### src/rtl/mips_run_pkg.sv
// Shared types and constants for the MIPS run-control block.
// The FSM state and verdict encodings are visible to the top and any bench that imports them.
package mips_run_pkg;

   typedef enum logic [2:0] {
      IDLE,
      RESET,
      RUN,
      DRAIN,
      DONE
   } run_state_t;

   typedef enum logic [1:0] {
      NONE    = 2'b00,
      PASS    = 2'b01,
      FAIL    = 2'b10,
      TIMEOUT = 2'b11
   } run_status_t;

   // Value a program stores to tohost to report success.
   localparam int PASS_CODE = 1;

endpackage

### src/rtl/mips_run_cnt.sv
// Loadable down-counter with a terminal-count flag.
// Used for both the core reset hold and the post-termination drain timer.
module mips_run_cnt #(
   parameter int WIDTH = 8
) (
   input  logic             clk,
   input  logic             rst_n,
   input  logic             load,
   input  logic [WIDTH-1:0] load_val,
   input  logic             en,
   output logic             tc
);

   logic [WIDTH-1:0] count_q;
   logic [WIDTH-1:0] count_d;

   // A load wins over a decrement; the count parks at zero.
   always_comb begin
      count_d = count_q;
      if (load) begin
         count_d = load_val;
      end else if (en && (count_q != '0)) begin
         count_d = count_q - WIDTH'(1);
      end
   end

   always_ff @(posedge clk or negedge rst_n) begin
      if (!rst_n) begin
         count_q <= '0;
      end else begin
         count_q <= count_d;
      end
   end

   assign tc = (count_q == '0);

endmodule

### src/rtl/mips_run_ctrl.sv
// Run-control and supervision for the MIPS core: sequences core reset, bounds execution
// with a watchdog, detects tohost stores or PC self-loops, and latches a verdict.
module mips_run_ctrl
   import mips_run_pkg::*;
#(
   parameter int                ADDR_W       = 32,
   parameter int                DATA_W       = 32,
   parameter int                RST_HOLD     = 4,
   parameter int unsigned       WDOG_CYCLES  = 100000,
   parameter int                STALL_LIMIT  = 16,
   parameter int                DRAIN_CYCLES = 100,
   parameter logic [ADDR_W-1:0] TOHOST_ADDR  = 'h0000_00FC
) (
   input  logic              clk,
   input  logic              rst_n,
   input  logic              start,
   output logic              core_rst_n,
   input  logic [ADDR_W-1:0] pc,
   input  logic              mem_we,
   input  logic [ADDR_W-1:0] mem_addr,
   input  logic [DATA_W-1:0] mem_wdata,
   output logic              busy,
   output logic              done,
   output logic [1:0]        status,
   output logic [DATA_W-1:0] result,
   output logic [31:0]       cycle_count
);

   localparam int RST_W = $clog2(RST_HOLD + 1);
   localparam int DRN_W = $clog2(DRAIN_CYCLES + 2);
   localparam int STL_W = $clog2(STALL_LIMIT + 1);

   localparam logic [RST_W-1:0] RST_LOAD  = RST_W'(RST_HOLD - 1);
   localparam logic [DRN_W-1:0] DRN_LOAD  = DRN_W'(DRAIN_CYCLES);
   localparam logic [STL_W-1:0] STALL_MAX = STL_W'(STALL_LIMIT);
   localparam logic [31:0]      WDOG_LIM  = 32'(WDOG_CYCLES);

   run_state_t        state_q, state_d;
   run_status_t       status_q, status_d;
   logic [DATA_W-1:0] result_q, result_d;
   logic [31:0]       cycle_count_q, cycle_count_d;
   logic [STL_W-1:0]  stall_q, stall_d;
   logic [ADDR_W-1:0] pc_prev_q, pc_prev_d;

   logic              rst_load, rst_en, rst_tc;
   logic              drain_load, drain_en, drain_tc;
   logic [STL_W-1:0]  stall_now;
   logic              first_run;
   logic              tohost_hit, halt_hit, wdog_hit;

   mips_run_cnt #(.WIDTH(RST_W)) u_rst_cnt (
      .clk      (clk),
      .rst_n    (rst_n),
      .load     (rst_load),
      .load_val (RST_LOAD),
      .en       (rst_en),
      .tc       (rst_tc)
   );

   mips_run_cnt #(.WIDTH(DRN_W)) u_drain_cnt (
      .clk      (clk),
      .rst_n    (rst_n),
      .load     (drain_load),
      .load_val (DRN_LOAD),
      .en       (drain_en),
      .tc       (drain_tc)
   );

   // The first RUN cycle (count of 1) only captures the baseline PC.
   always_comb begin
      first_run = (cycle_count_q == 32'd1);
      stall_now = STL_W'(1);
      if (!first_run && (pc == pc_prev_q)) begin
         stall_now = (stall_q == STALL_MAX) ? stall_q : stall_q + STL_W'(1);
      end
      tohost_hit = mem_we && (mem_addr == TOHOST_ADDR);
      halt_hit   = (stall_now == STALL_MAX);
      wdog_hit   = (cycle_count_q == WDOG_LIM);
   end

   always_comb begin
      state_d       = state_q;
      status_d      = status_q;
      result_d      = result_q;
      cycle_count_d = cycle_count_q;
      stall_d       = stall_q;
      pc_prev_d     = pc_prev_q;
      rst_load      = 1'b0;
      rst_en        = 1'b0;
      drain_load    = 1'b0;
      drain_en      = 1'b0;

      case (state_q)
         IDLE, DONE: begin
            if (start) begin
               state_d       = RESET;
               rst_load      = 1'b1;
               status_d      = NONE;
               result_d      = '0;
               cycle_count_d = '0;
            end
         end
         RESET: begin
            if (rst_tc) begin
               state_d       = RUN;
               cycle_count_d = 32'd1;
               stall_d       = STL_W'(1);
            end else begin
               rst_en = 1'b1;
            end
         end
         RUN: begin
            stall_d   = stall_now;
            pc_prev_d = pc;
            // Priority: tohost store, then halt, then watchdog; the count freezes on any.
            if (tohost_hit) begin
               state_d    = DRAIN;
               drain_load = 1'b1;
               status_d   = (mem_wdata == DATA_W'(PASS_CODE)) ? PASS : FAIL;
               result_d   = mem_wdata;
            end else if (halt_hit) begin
               state_d    = DRAIN;
               drain_load = 1'b1;
               status_d   = FAIL;
               result_d   = DATA_W'(pc);
            end else if (wdog_hit) begin
               state_d    = DRAIN;
               drain_load = 1'b1;
               status_d   = TIMEOUT;
               result_d   = '0;
            end else begin
               cycle_count_d = cycle_count_q + 32'd1;
            end
         end
         DRAIN: begin
            if (drain_tc) begin
               state_d = DONE;
            end else begin
               drain_en = 1'b1;
            end
         end
         default: begin
            state_d = IDLE;
         end
      endcase
   end

   always_ff @(posedge clk or negedge rst_n) begin
      if (!rst_n) begin
         state_q       <= IDLE;
         status_q      <= NONE;
         result_q      <= '0;
         cycle_count_q <= '0;
         stall_q       <= '0;
         pc_prev_q     <= '0;
      end else begin
         state_q       <= state_d;
         status_q      <= status_d;
         result_q      <= result_d;
         cycle_count_q <= cycle_count_d;
         stall_q       <= stall_d;
         pc_prev_q     <= pc_prev_d;
      end
   end

   assign core_rst_n  = (state_q == RUN) || (state_q == DRAIN) || (state_q == DONE);
   assign busy        = (state_q == RESET) || (state_q == RUN) || (state_q == DRAIN);
   assign done        = (state_q == DONE);
   assign status      = status_q;
   assign result      = result_q;
   assign cycle_count = cycle_count_q;

endmodule

### config.mk
export PLATFORM = sky130hd
export DESIGN_NAME = mips_run_ctrl
export DESIGN_NICKNAME = d
export VERILOG_FILES = /design/src/rtl/mips_run_pkg.sv /design/src/rtl/mips_run_cnt.sv /design/src/rtl/mips_run_ctrl.sv
export SDC_FILE = /design/constraint.sdc
export NUM_CORES = 1
export LEC_CHECK = 0
export BUFFER_PORTS_ARGS = -buffer_cell sky130_fd_sc_hd__buf_4
export CORE_MARGIN = 5
export CORE_UTILIZATION = 50
export DETAILED_ROUTE_END_ITERATION = 10
export HOLD_SLACK_MARGIN = 0.05
export PLACE_DENSITY = 0.75
export SETUP_SLACK_MARGIN = 0.1
export SLEW_MARGIN = 20
export SYNTH_ARGS = -nofsm -noshare
export SYNTH_HDL_FRONTEND = slang
export SYNTH_HIERARCHICAL = 1
export SYNTH_SLANG_ARGS = --single-unit
### constraint.sdc
create_clock -name clk -period 5.1 [get_ports clk]
set_clock_uncertainty 0.2 [all_clocks]
set_input_delay 0.255 -clock clk [delete_from_list [all_inputs] [get_ports clk]]
set_output_delay 0.255 -clock clk [all_outputs]
set_load 0.05 [all_outputs]
==> impl_metrics.csv <==
group,metric,value,unit
drt,vias_per_cell,6.066,
sta,period_minus_slack,3.382,ns
worst_setup_path,path_max_fanout,23,
logic_synthesis,async_reset_ff_share,100.0,%
logic_synthesis,yosys_warnings,6,
logic_synthesis,dominantRegCellSynth,"dfrtp_1",
sta,finalMaxSlewViolations,0,
floorplan,dieArea,0.01678,mm^2
floorplan,pin_count,169,
worst_setup_path,reg2reg_depth,10,
status,outcome,"completed",
floorplan,chipHeight,129.5,um
logic_synthesis,synthesis.area,0.007143,mm^2
cts,cts.htree.levels,4,
logic_synthesis,synth_top_cells_by_area,"dfrtp_1 (41%), nand2_1 (10%), mux2i_1 (4.8%)",
floorplan,fp-row-count,43,
sta,holdWs,0.06711,ns
global_route,grt_max_degree,83,
layout,nNetsFinal,1158,
sta,final-hold-violation-count,0,
global_route,grt_pass1_wl,36.97,mm
place,hpwl,14.36,mm
logic_synthesis,synth_area_per_cell,8.575,um^2
floorplan,fp.dieW,129.5,um
sta,setup_viol,0,
power,power_density,388.4,mW/mm^2
floorplan,coreArea,0.01393,mm^2
global_route,gr-total-overflow,0,
power,p_leak,4.419,nW
sta,worst_slack,1.718,ns
worst_setup_path,rrSetupSlack,1.72,ns
cts,clock_path_buffers,2,
worst_setup_path,r2r_end,"u_drain_cnt/count_q[3]",
place,placed_cell_area,0.008518,mm^2
place,io_buffers,168,
logic_synthesis,ys_seq_area_share,40.64,%
drt,vias,7552,
sta,fmax,295.6,MHz
worst_hold_path,holdPathStages,4,
floorplan,initial_core_util,51.26,%
worst_setup_path,worstSetupPathType,"reg2reg",
cts,clk_latency,0.43,ns
sta,rsz0062_at_grt,"no",
drt,drt_pass1_iterations,7,
logic_synthesis,syn_inst,833,
place,gp_congestion,0.8767,
sta,fin_setup_tns,0,ns
logic_synthesis,yosysUniqueCellTypes,64,
layout,postLayoutCellArea,0.009754,mm^2
global_route,gr-usage-all-layers,27.71,%
global_route,first_global_vias,7245,
sta,worstMarginPinSlew,1.075,ns
worst_setup_path,endpoint_kind,"flop",
place,pre_cts_ws,1.647,ns
power,ir_drop,0.0003144,V
worst_hold_path,hold_end,"result[13]",
drt,ant_nets,0,
layout,drive_gt1_share,21.35,%
worst_setup_path,cp.required,5.21,ns
layout,final_core_util,70.00,%
worst_hold_path,hp-start,"mem_wdata[13]",
sta,relSlewSlack,28.29,%
cts,clock_sinks,116,
drt,wl_per_cell,18.62,um
job,drv_cap,0,
worst_hold_path,hold_class,"in2reg",
sta,min_period_over_period,66.32,%
worst_setup_path,cp.arrival,3.50,ns
logic_synthesis,synth_edf_count,0,
global_route,antenna_found_initial,0,
logic_synthesis,synth_largest_area_cell,"dfrtp_1",
logic_synthesis,yosys.area.top_type_share,40.64,%
logic_synthesis,ys_seq_elements,116,
worst_setup_path,reg2reg_from,"stall_q[0]",
cts,cts_made_buffers,17,
drt,drtIter0Drc,922,
layout,area_growth,36.56,%
cts,cts_tree,"yes",
drt,drc,0,
worst_setup_path,cp-start-kind,"flop",
cts,clkSlewWorstSetupHoldPaths,0.06,ns
cts,root_buffer,"clkbuf_16",
drt,routed_wl,23.18,mm
-- layout make-up --
class                      count  area [um^2]
tap                          180        225.2
antenna                        2        5.005
inverter                      21        78.83
clock buffer                  18        439.2
sequential                   116         2903
clock inverter                14        151.4
timing repair buffer         241         1971
multi-input combinational    653         3981
fill                        1051         4180
-- worst max-delay path, cell delays in order (launching register included) --
cell,delay (ns)
dfrtp_1,0.43
inv_1,0.12
ha_1,0.20
nand4bb_4,0.15
or3_1,0.32
a22o_1,0.26
nor4_4,0.30
o21a_2,0.62
buf_4,0.44
nor2b_1,0.18
a21oi_1,0.05
-- flip-flops by register name, summed over array words and instances, names as in the netlist --
name,cells
cycle_count,32
pc_prev_q,32
result,32
u_drain_cnt/count_q,7
stall_q,5
state_q,3
u_rst_cnt/count_q,3
status,2
-- metrics by stage --
step	total power, mW	std cells
4_1_cts	3.766	1243
3_3_place_gp	2.497	1148
6_report	3.788	1245
3_5_place_dp	2.521	1148
2_1_floorplan	2.125	841
5_1_grt	3.993	1243
-- cell usage after synthesis (9+ instances only) --
library cell / n
a21oi_1: 10
a31oi_1: 33
a32oi_1: 10
and2_1: 37
and3_1: 9
clkbuf_1: 33
dfrtp_1: 116
inv_1: 21
mux2i_1: 34
nand2_1: 196
nand3_1: 33
nand4_1: 20
nor2_1: 22
nor3_1: 16
nor4_1: 45
o211ai_1: 10
o21ai_0: 9
o21ai_1: 9
xor2_1: 33
-- timing repair --
| action | CTS | global route |
|---|---|---|
| endpoints found under the hold margin | 146 | 0 |
| gates resized for setup | 0 | 0 |
| hold buffers | 63 | 0 |
| buffers inserted | 0 | 0 |
-- logic make-up after synthesis --
group | after synthesis | share of synthesized area, %
flip-flops | 116 | 40.64
AND/OR/NAND/NOR | 433 | 30.97
buffers and inverters | 72 | 4.502
other | 2 | 0.1051
XOR/XNOR | 35 | 4.292
adder cells (fa/ha/maj) | 8 | 1.401
AO/OA/AOI/OAI | 133 | 13.33
multiplexers | 34 | 4.764
-- worst max-delay path by stage --
stage                startpoint                      to  slack (ns)  depth (start not counted)
floorplan            stall_q[0]  u_drain_cnt/count_q[0]        2.14                         12
global placement    mem_addr[9]  u_drain_cnt/count_q[3]        1.69                         10
detailed placement  mem_addr[9]  u_drain_cnt/count_q[3]        1.65                         10
CTS                  stall_q[0]  u_drain_cnt/count_q[3]        1.72                         10
global route         stall_q[0]  u_drain_cnt/count_q[3]        1.47                         10
finish               stall_q[0]  u_drain_cnt/count_q[3]        1.72                         10
-- where the power goes --
| group | switching, mW | internal, mW | total, mW |
|---|---|---|---|
| Sequential | 0.189 | 1.12 | 1.31 |
| Combinational | 0.828 | 0.449 | 1.28 |
| Clock | 0.467 | 0.736 | 1.20 |
-- layer usage --
layer | global-route usage [%] | wire, um | vias up
met2 | 43.45 | 10910 | 427
li1 | - | - | 3455
met1 | 36.94 | 9554 | 3590
met5 | 0 | 0 | -
met4 | 11.92 | 821 | 0
met3 | 6.472 | 1885 | 80
-- layout by cell type, fill, tap and decap left out, types with 6 or more instances in the layout --
cell           Yosys  final
nor3_1            16     16
a32oi_1           10     10
dlygate4sd3_1      0     63
o211ai_1          10     10
buf_4              3    177
dfrtp_1          116    116
clkbuf_16          0     17
or4_1              6      6
nand2_1          196    196
nand4_1           20     20
nand3_1           33     33
conb_1             2     10
o21ai_0            9      9
nor2b_1            7      7
ha_1               8      8
o31a_1             7      7
a21oi_1           10     10
inv_1             21     21
nor2_1            22     21
nor4_1            45     42
o31ai_1            8      8
and3_1             9      9
o311ai_0           8      8
xor2_1            33     33
a31oi_1           33     33
or3_1              7      7
and2_1            37     37
mux2i_1           34     34
o21ai_1            9      9
(Power assumes the default switching activity.)
